<file path="config.mk">
export PLATFORM = sky130hd
export DESIGN_NAME = check_collision
export DESIGN_NICKNAME = d
export VERILOG_FILES = /design/src/rtl/check_collision.sv
export SDC_FILE = /design/constraint.sdc
export NUM_CORES = 1
export LEC_CHECK = 0
export BUFFER_PORTS_ARGS = -buffer_cell sky130_fd_sc_hd__buf_2
export CORE_MARGIN = 3
export CORE_UTILIZATION = 50
export CTS_CLUSTER_SIZE = 20
export DETAILED_ROUTE_END_ITERATION = 8
export GPL_ROUTABILITY_DRIVEN = 0
export GPL_TIMING_DRIVEN = 0
export HOLD_SLACK_MARGIN = 0.05
export PLACE_DENSITY = 0.73
export SYNTH_ARGS = -nofsm -noshare
export SYNTH_HDL_FRONTEND = slang
export SYNTH_SLANG_ARGS = --single-unit
</file>
<file path="constraint.sdc">
create_clock -name clk -period 9.2 [get_ports clk]
set_input_delay 0.46 -clock clk [delete_from_list [all_inputs] [get_ports clk]]
set_output_delay 0.46 -clock clk [all_outputs]
set_load 0.005 [all_outputs]
</file>
<file path="src/rtl/check_collision.sv">
// rtl/check_collision.sv - tetromino collision checker reading the four board-RAM cells of a candidate placement
//
// Purpose:
//   For a candidate tetromino (anchor x/y, block type, rotation) this block visits the
//   four board cells that the piece would occupy and reads each one from the board RAM.
//   It reports a collision when any cell is occupied (ram_q != 0) or lies off the board.
//   It uses the same offset table and y*BOARD_W+x addressing as the piece-store path.
//
// Optional feature (compile-time macro):
//   CHECK_EARLY_EXIT_EN - when defined, the first hit ends the check at once and the
//                         remaining cells are not read. When undefined, all four cells
//                         are always read and the latency is fixed at 4*(2+RAM_LAT)+1.
//
// Ports:
//   clk       in   1  system clock, all logic on posedge
//   reset     in   1  synchronous, active-high reset
//   start     in   1  request a check; accepted only while busy=0
//   x_anc     in   5  candidate anchor column
//   y_anc     in   6  candidate anchor row
//   block     in   3  tetromino type
//   rotation  in   2  rotation, quarter turns clockwise
//   ram_addr  out  8  board-RAM read address (0 for off-board cells)
//   ram_rden  out  1  read strobe, high while ram_addr is valid
//   ram_q     in   6  board-RAM read data; nonzero means occupied
//   busy      out  1  check in progress
//   done      out  1  one-cycle pulse when collide is valid
//   collide   out  1  result; held from done until the next accepted start

module check_collision #(
  parameter int BOARD_W = 10,
  parameter int BOARD_H = 24,
  parameter int RAM_LAT = 1
) (
  input  logic       clk,
  input  logic       reset,
  input  logic       start,
  input  logic [4:0] x_anc,
  input  logic [5:0] y_anc,
  input  logic [2:0] block,
  input  logic [1:0] rotation,
  output logic [7:0] ram_addr,
  output logic       ram_rden,
  input  logic [5:0] ram_q,
  output logic       busy,
  output logic       done,
  output logic       collide
);

  typedef enum logic [2:0] {
    S_IDLE   = 3'd0,
    S_ADDR   = 3'd1,
    S_WAIT   = 3'd2,
    S_SAMPLE = 3'd3,
    S_FIN    = 3'd4
  } state_t;

  // The address is truncated to 8 bits anyway, so the multiply can run modulo 256.
  localparam logic [7:0] BOARD_W8  = 8'(BOARD_W);
  localparam logic [1:0] WAIT_INIT = 2'(RAM_LAT - 1);

  // Offset table: {y_offsets, x_offsets}; cell i uses bits [2i+1:2i].
  // Base shapes sit in a 4x4 box with cells listed in row-major order; rotation r
  // turns the box r quarter turns clockwise: (x,y) -> (3-y, x). Inside a 2-bit
  // box 3-v is simply ~v.
  function automatic logic [15:0] offsets_lut(input logic [2:0] blk, input logic [1:0] rot);
    logic [7:0] bx;
    logic [7:0] by;
    logic [7:0] rx;
    logic [7:0] ry;
    logic [1:0] cx;
    logic [1:0] cy;
    rx = '0;
    ry = '0;
    case (blk)
      3'd0:    begin bx = 8'b11_10_01_00; by = 8'b01_01_01_01; end // I
      3'd1:    begin bx = 8'b10_01_10_01; by = 8'b01_01_00_00; end // O
      3'd2:    begin bx = 8'b10_01_00_01; by = 8'b01_01_01_00; end // T
      3'd3:    begin bx = 8'b01_00_10_01; by = 8'b01_01_00_00; end // S
      3'd4:    begin bx = 8'b10_01_01_00; by = 8'b01_01_00_00; end // Z
      3'd5:    begin bx = 8'b10_01_00_00; by = 8'b01_01_01_00; end // J
      3'd6:    begin bx = 8'b10_01_00_10; by = 8'b01_01_01_00; end // L
      default: begin bx = 8'b10_01_10_01; by = 8'b01_01_00_00; end // unused code aliases O
    endcase
    for (int i = 0; i < 4; i++) begin
      cx = bx[2*i +: 2];
      cy = by[2*i +: 2];
      case (rot)
        2'd0:    begin rx[2*i +: 2] = cx;  ry[2*i +: 2] = cy;  end
        2'd1:    begin rx[2*i +: 2] = ~cy; ry[2*i +: 2] = cx;  end
        2'd2:    begin rx[2*i +: 2] = ~cx; ry[2*i +: 2] = ~cy; end
        default: begin rx[2*i +: 2] = cy;  ry[2*i +: 2] = ~cx; end
      endcase
    end
    return {ry, rx};
  endfunction

  state_t     state_q, state_d;
  logic [1:0] cell_q, cell_d;
  logic [1:0] wait_q, wait_d;
  logic       oob_q, oob_d;
  logic       collide_q, collide_d;
  logic [4:0] x_q, x_d;
  logic [5:0] y_q, y_d;
  logic [2:0] blk_q, blk_d;
  logic [1:0] rot_q, rot_d;

  logic [15:0] offs;
  logic [1:0]  xoff;
  logic [1:0]  yoff;
  logic [5:0]  cell_x;
  logic [6:0]  cell_y;
  logic        cell_oob;
  logic [7:0]  cell_addr;
  logic        hit;

  // Geometry of the current cell from the latched candidate.
  always_comb begin
    offs      = offsets_lut(blk_q, rot_q);
    xoff      = offs[2*cell_q +: 2];
    yoff      = offs[8 + 2*cell_q +: 2];
    cell_x    = {1'b0, x_q} + {4'b0000, xoff};
    cell_y    = {1'b0, y_q} + {5'b00000, yoff};
    cell_oob  = (32'(cell_x) >= 32'(BOARD_W)) || (32'(cell_y) >= 32'(BOARD_H));
    cell_addr = cell_oob ? 8'd0 : ({1'b0, cell_y} * BOARD_W8 + {2'b00, cell_x});
  end

  always_comb begin
    state_d   = state_q;
    cell_d    = cell_q;
    wait_d    = wait_q;
    oob_d     = oob_q;
    collide_d = collide_q;
    x_d       = x_q;
    y_d       = y_q;
    blk_d     = blk_q;
    rot_d     = rot_q;
    ram_addr  = 8'd0;
    ram_rden  = 1'b0;
    busy      = 1'b0;
    done      = 1'b0;
    hit       = 1'b0;

    case (state_q)
      S_IDLE: begin
        if (start) begin
          x_d       = x_anc;
          y_d       = y_anc;
          blk_d     = block;
          rot_d     = rotation;
          cell_d    = 2'd0;
          collide_d = 1'b0;
          state_d   = S_ADDR;
        end
      end
      S_ADDR: begin
        busy     = 1'b1;
        ram_rden = 1'b1;
        ram_addr = cell_addr;
        oob_d    = cell_oob;
        wait_d   = WAIT_INIT;
        state_d  = S_WAIT;
      end
      S_WAIT: begin
        busy = 1'b1;
        if (wait_q == 2'd0) begin
          state_d = S_SAMPLE;
        end else begin
          wait_d = wait_q - 2'd1;
        end
      end
      S_SAMPLE: begin
        busy      = 1'b1;
        // An off-board cell was still read at address 0; its data is ignored.
        hit       = oob_q || (ram_q != 6'd0);
        collide_d = collide_q | hit;
        if (cell_q == 2'd3) begin
          state_d = S_FIN;
        end else begin
          cell_d  = cell_q + 2'd1;
          state_d = S_ADDR;
        end
`ifdef CHECK_EARLY_EXIT_EN
        if (hit) begin
          state_d = S_FIN;
        end
`endif
      end
      S_FIN: begin
        // busy is already low here, but start is only honoured from IDLE.
        done    = 1'b1;
        state_d = S_IDLE;
      end
      default: begin
        state_d = S_IDLE;
      end
    endcase
  end

  always_ff @(posedge clk) begin
    if (reset) begin
      state_q   <= S_IDLE;
      cell_q    <= 2'd0;
      wait_q    <= 2'd0;
      oob_q     <= 1'b0;
      collide_q <= 1'b0;
      x_q       <= 5'd0;
      y_q       <= 6'd0;
      blk_q     <= 3'd0;
      rot_q     <= 2'd0;
    end else begin
      state_q   <= state_d;
      cell_q    <= cell_d;
      wait_q    <= wait_d;
      oob_q     <= oob_d;
      collide_q <= collide_d;
      x_q       <= x_d;
      y_q       <= y_d;
      blk_q     <= blk_d;
      rot_q     <= rot_d;
    end
  end

  assign collide = collide_q;

endmodule
</file>
Word level (Yosys, flattened, before mapping). Index checks and enable logic that the tools add are counted. Widths: inputs -> output; s select.

Register bits after elaboration: 25. Output and inout bits: 12. Word-level logic and storage cells: 87.

Add/sub/neg operators: 6. Multiply operators: 1. $lt $le $gt $ge: 2. Equality and inequality tests: 16. Shift-type cells: 2. Mux-type cells: 26. Bitwise gates (word level): 9. Reduce and logical (&&, ||, !) cells: 16.

Operators by type and width (number): $pmux 2 s3 (8); $pmux 8 s6 (1); $mux 8 (2); $shiftx 16x4->2 (1); $shiftx 16x6->2 (1); $eq 3x2->1 const B (4); $eq 3x3->1 const B (4); $not 2->2 (6); $pmux 3 s4 (1); $mux 3 (3); $add 8x6->8 (1); $ne 2x2->1 const B (4); $pmux 2 s2 (2); $reduce_and 2->1 (4); $add 6x2->7 (1); $ge 7x5->1 const B (1); $mul 7x3->7 const B (1); $add 5x2->6 (1); $ge 6x4->1 const B (1); $logic_not 3->1 (2); $mux 2 (3); $pmux 3 s2 (1); $reduce_bool 6->1 (1); $reduce_or 3->1 (2); 14 further kinds (22).

Longest topological paths before layout.
Word-level depth: 11. Mapped depth: 18. Mapped depth without buffers: 17.

Least setup slack after synthesis. Ideal clock, no wire load.

Path type: reg-to-output. From: register blk_q[0]. To: output ram_addr[7]. Data arrival time: 4.160 ns. Setup slack: 4.580 ns. Cell stages (with the launch flop): 19. Cells stage by stage: dfxtp_1 clkbuf_1 and2_1 o21ai_0 a22o_1 a22oi_1 xor2_1 ha_1 inv_1 fa_1 nand3b_1 xnor2_1 ha_1 fa_1 ha_1 inv_1 o21bai_1 a211o_1 a21boi_2.

Word-level cells in the longest chain between the ends: 11.

Ends and longest elaborated chain: from (decl) (RTL line 104) `logic [2:0] blk_q, blk_d;`; from (signal assigned) (RTL line 218) `blk_q <= blk_d;`; $eq 3x3->1 / $eq 3x2->1 (equally long branches) (RTL line 74) `case (blk)`; $reduce_or 3->1 (no source line); $pmux 3 s2 (RTL line 74); $not 2->2 (RTL line 89, 90); $pmux 2 s3 (RTL line 87) `case (rot)`; $shiftx 16x6->2 / $shiftx 16x4->2 (equally long branches) (RTL line 120, 119); $add 6x2->7 / $add 5x2->6 (equally long branches) (RTL line 122, 121); $mul 7x3->7 (tied with other cells) (RTL line 124) `cell_addr = cell_oob ? 8'd0 : ({1'b0, cell_y} * BOARD_W8 + {2'b00, cell_x});`; $add 8x6->8 / $logic_or 1x1->1 (equally long branches) (RTL line 124, 123); $mux 8 (*) (RTL line 124); $mux 8 (*) (RTL line 143) `case (state_q)`; to (decl) (RTL line 41) `output logic [7:0] ram_addr,`.

Every way passes the cells marked *; elsewhere a longest branch is shown, timed or not.

Final worst setup path. Same ends and word-level chain as after synthesis.

==> flow_metrics.tcl <==
set metrics [dict create \
    synth.avg_cell_area_um2 7.82 \
    drt_wl_total_um 4300 \
    setup_violations 0 \
    final_cells 347 \
    holdWs_ns 0.413 \
    hpwl_um 3370 \
    yosysWarnings 0 \
    io_buffers 35 \
    min_to "y_q[5]" \
    maxCapViolations 0 \
    post-route-period-util_pct 59.3 \
    synth_edf_count 0 \
    crit_arrival_ns 5.00 \
    p_leak_uw 0.00108 \
    outcome "complete, no violations" \
    path_clk_slew_ns 0.09 \
    fp-row-count 22 \
    async_flop_share_pct 0 \
    antenna_found_initial 0 \
    vias 1879 \
    post_cts_buffers 0 \
    num_io_pins 37 \
    max_clock_freq_ghz 0.183 \
    synthesis.area_um2 2030 \
    dieArea_um2 4870 \
    cts_sinks 25 \
    drive_gt1_share_pct 16.1 \
    hold_buffers 0 \
    finalMaxSlewViolations 0 \
    synthFlopType "dfxtp_1" \
    ys_types 51 \
    r2r_end "oob_q" \
    post-route-util_pct 61.0 \
    die_width_um 69.8 \
    dieHeight_um 69.8 \
    endpoint_kind "output port" \
    hp-class "primary input to flop" \
    setup_tns_ns 0 \
    grt.overflow.total 0 \
    path_max_fanout 10 \
    ys_seq_area_share_pct 24.6 \
    critPathLaunchType "flop" \
    gr-usage-all-layers_pct 18.3 \
    clockBufferDepth 2 \
    min_period_ns 5.46 \
    final_cell_mix "nand2_1, buf_2, a21oi_1" \
    grt_max_degree 15 \
    antenna_cells 0 \
    core-area_um2 3800 \
    layout_commonest_cell "nand2_1" \
    regToRegSetupSlack_ns 5.65 \
    first_pass_iters 4 \
    clock_skew_ns 0.00326 \
    ir_worst_vdd_uv 84.7 \
    remaining_drc_errors 0 \
    cts_tree "done" \
    start_util_pct 53.6 \
    numCtsBuffers 3 \
    routed_via_density 5.41 \
    worstSetupPathType "flop to output port" \
    hold_start "y_anc[5]" \
    hold_viol 0 \
    placed_cells 343 \
    ant_nets 0 \
    wire_per_inst_um 12.4 \
    slew_headroom_pct 63.2 \
    synth_seq_cells 25 \
    netlist_instances 260 \
    clk_latency_ns 0.27 \
    grt_pass1_wl_um 7560 \
    synth.net_count 307 \
    rsz0062_at_grt "false" \
    grt_pass1_vias 1727 \
    worstReg2RegStart "blk_q[0]" \
    initialDrtViolationCount 73 \
    power.density_nw_per_um2 157 \
    hold_depth 3 \
    worstPathRequired_ns 8.74 \
    area_growth_pct 13.8 \
    cts-root-buf "clkbuf_8" \
    reg2reg_depth 13 \
    cts_resized 0 \
    nets 347 \
    tightest_slew_ns 0.548 \
    ctsHtreeMaxLevel 1 \
]
## sequential cells by signal, summed over array words and instances (netlist names)
name,flops
blk_q,3
cell_q,2
collide,1
oob_q,1
rot_q,2
state_q,3
wait_q,2
x_q,5
y_q,6
## cells in the mapped netlist (2+ instances only)
cell	instances	area (um2)
nor2b_1	2	12.5
o21bai_1	2	15.0
or3_1	3	18.8
a21o_1	7	52.6
ha_1	18	225
and2_1	9	56.3
a31oi_1	2	12.5
dfxtp_1	25	500
clkbuf_1	15	56.3
a22o_1	2	17.5
mux2i_1	3	30.0
xnor2_1	10	87.6
nor3_1	11	55.1
o211ai_1	3	22.5
nand3_1	4	20.0
xor2_1	7	61.3
a21oi_1	29	145
a22oi_1	2	15.0
inv_1	11	41.3
nor3b_1	2	15.0
nor2_1	12	45.0
buf_1	2	7.51
o21ai_0	5	25.0
o211a_1	2	20.0
nand2_1	43	161
fa_1	4	80.1
## per-stage QoR
stage                     area [um2]  power [uW]  setup WS (ns)
after floorplan                 2030         258           4.58
after global placement          2270         296           4.16
after detailed placement        2270         300           4.06
after CTS                       2320         367           3.75
after global routing            2320         398           3.20
final                           2320         363           3.74
## worst max-delay path by stage
stage / start / endpoint / slack [ns] / cells after the start
final: blk_q[0] / ram_addr[7] / 3.74 / 19
after detailed placement: blk_q[0] / ram_addr[7] / 4.06 / 19
after floorplan: blk_q[0] / ram_addr[7] / 4.58 / 18
after global routing: blk_q[0] / ram_addr[7] / 3.20 / 19
after global placement: blk_q[0] / ram_addr[7] / 4.16 / 19
after CTS: blk_q[0] / ram_addr[7] / 3.75 / 19
## cell type report
class / count / area [um2]
plain buffers: 18 / 75.1
clock buffers: 3 / 41.3
clock inverters: 1 / 5.00
fillers: 363 / 1480
inverters: 11 / 41.3
multi-input cells: 206 / 1420
flip-flops and latches: 25 / 500
well taps: 48 / 60.1
repair buffers: 35 / 175
## logic make-up (layout without fill, tap and decap cells)
logic type,count (synthesis),in the layout,synth area share [%]
xor gates and xnor gates,17,17,7.32
and+or+nand+nor,100,100,24.8
AOI/OAI and AO/OA,63,63,20.5
buffers and inverters,29,68,5.72
muxes,4,4,2.03
adders and majority gates,22,22,15.0
DFF,25,25,24.6
## layer usage
layer  global-route usage, %  part of all wire [%]
met3                    2.32                   5.1
met2                    29.8                    50
met1                    24.8                    43
met5                       0                     0
met4                    5.96                   1.0
## where the power goes
part           switching (uW)  internal, uW  total [uW]
logic                    95.0          76.3         171
registers                7.17           118         125
clock network            36.2          30.3        66.5
total                     138           225         363
## critical path, stage by stage (launching register included)
cell and delay, ns:
dfxtp_1 0.32, clkbuf_1 0.33, and2_1 0.25, o21ai_0 0.10, a22o_1 0.24, a22oi_1 0.20, xor2_1 0.18, ha_1 0.21
inv_1 0.07, fa_1 0.48, nand3b_1 0.21, xnor2_1 0.27, ha_1 0.32, ha_1 0.29, and3_1 0.18, or3_1 0.37
a211oi_1 0.32, o211ai_1 0.16, a21boi_2 0.13, buf_2 0.11
(Power assumes the default switching activity.)
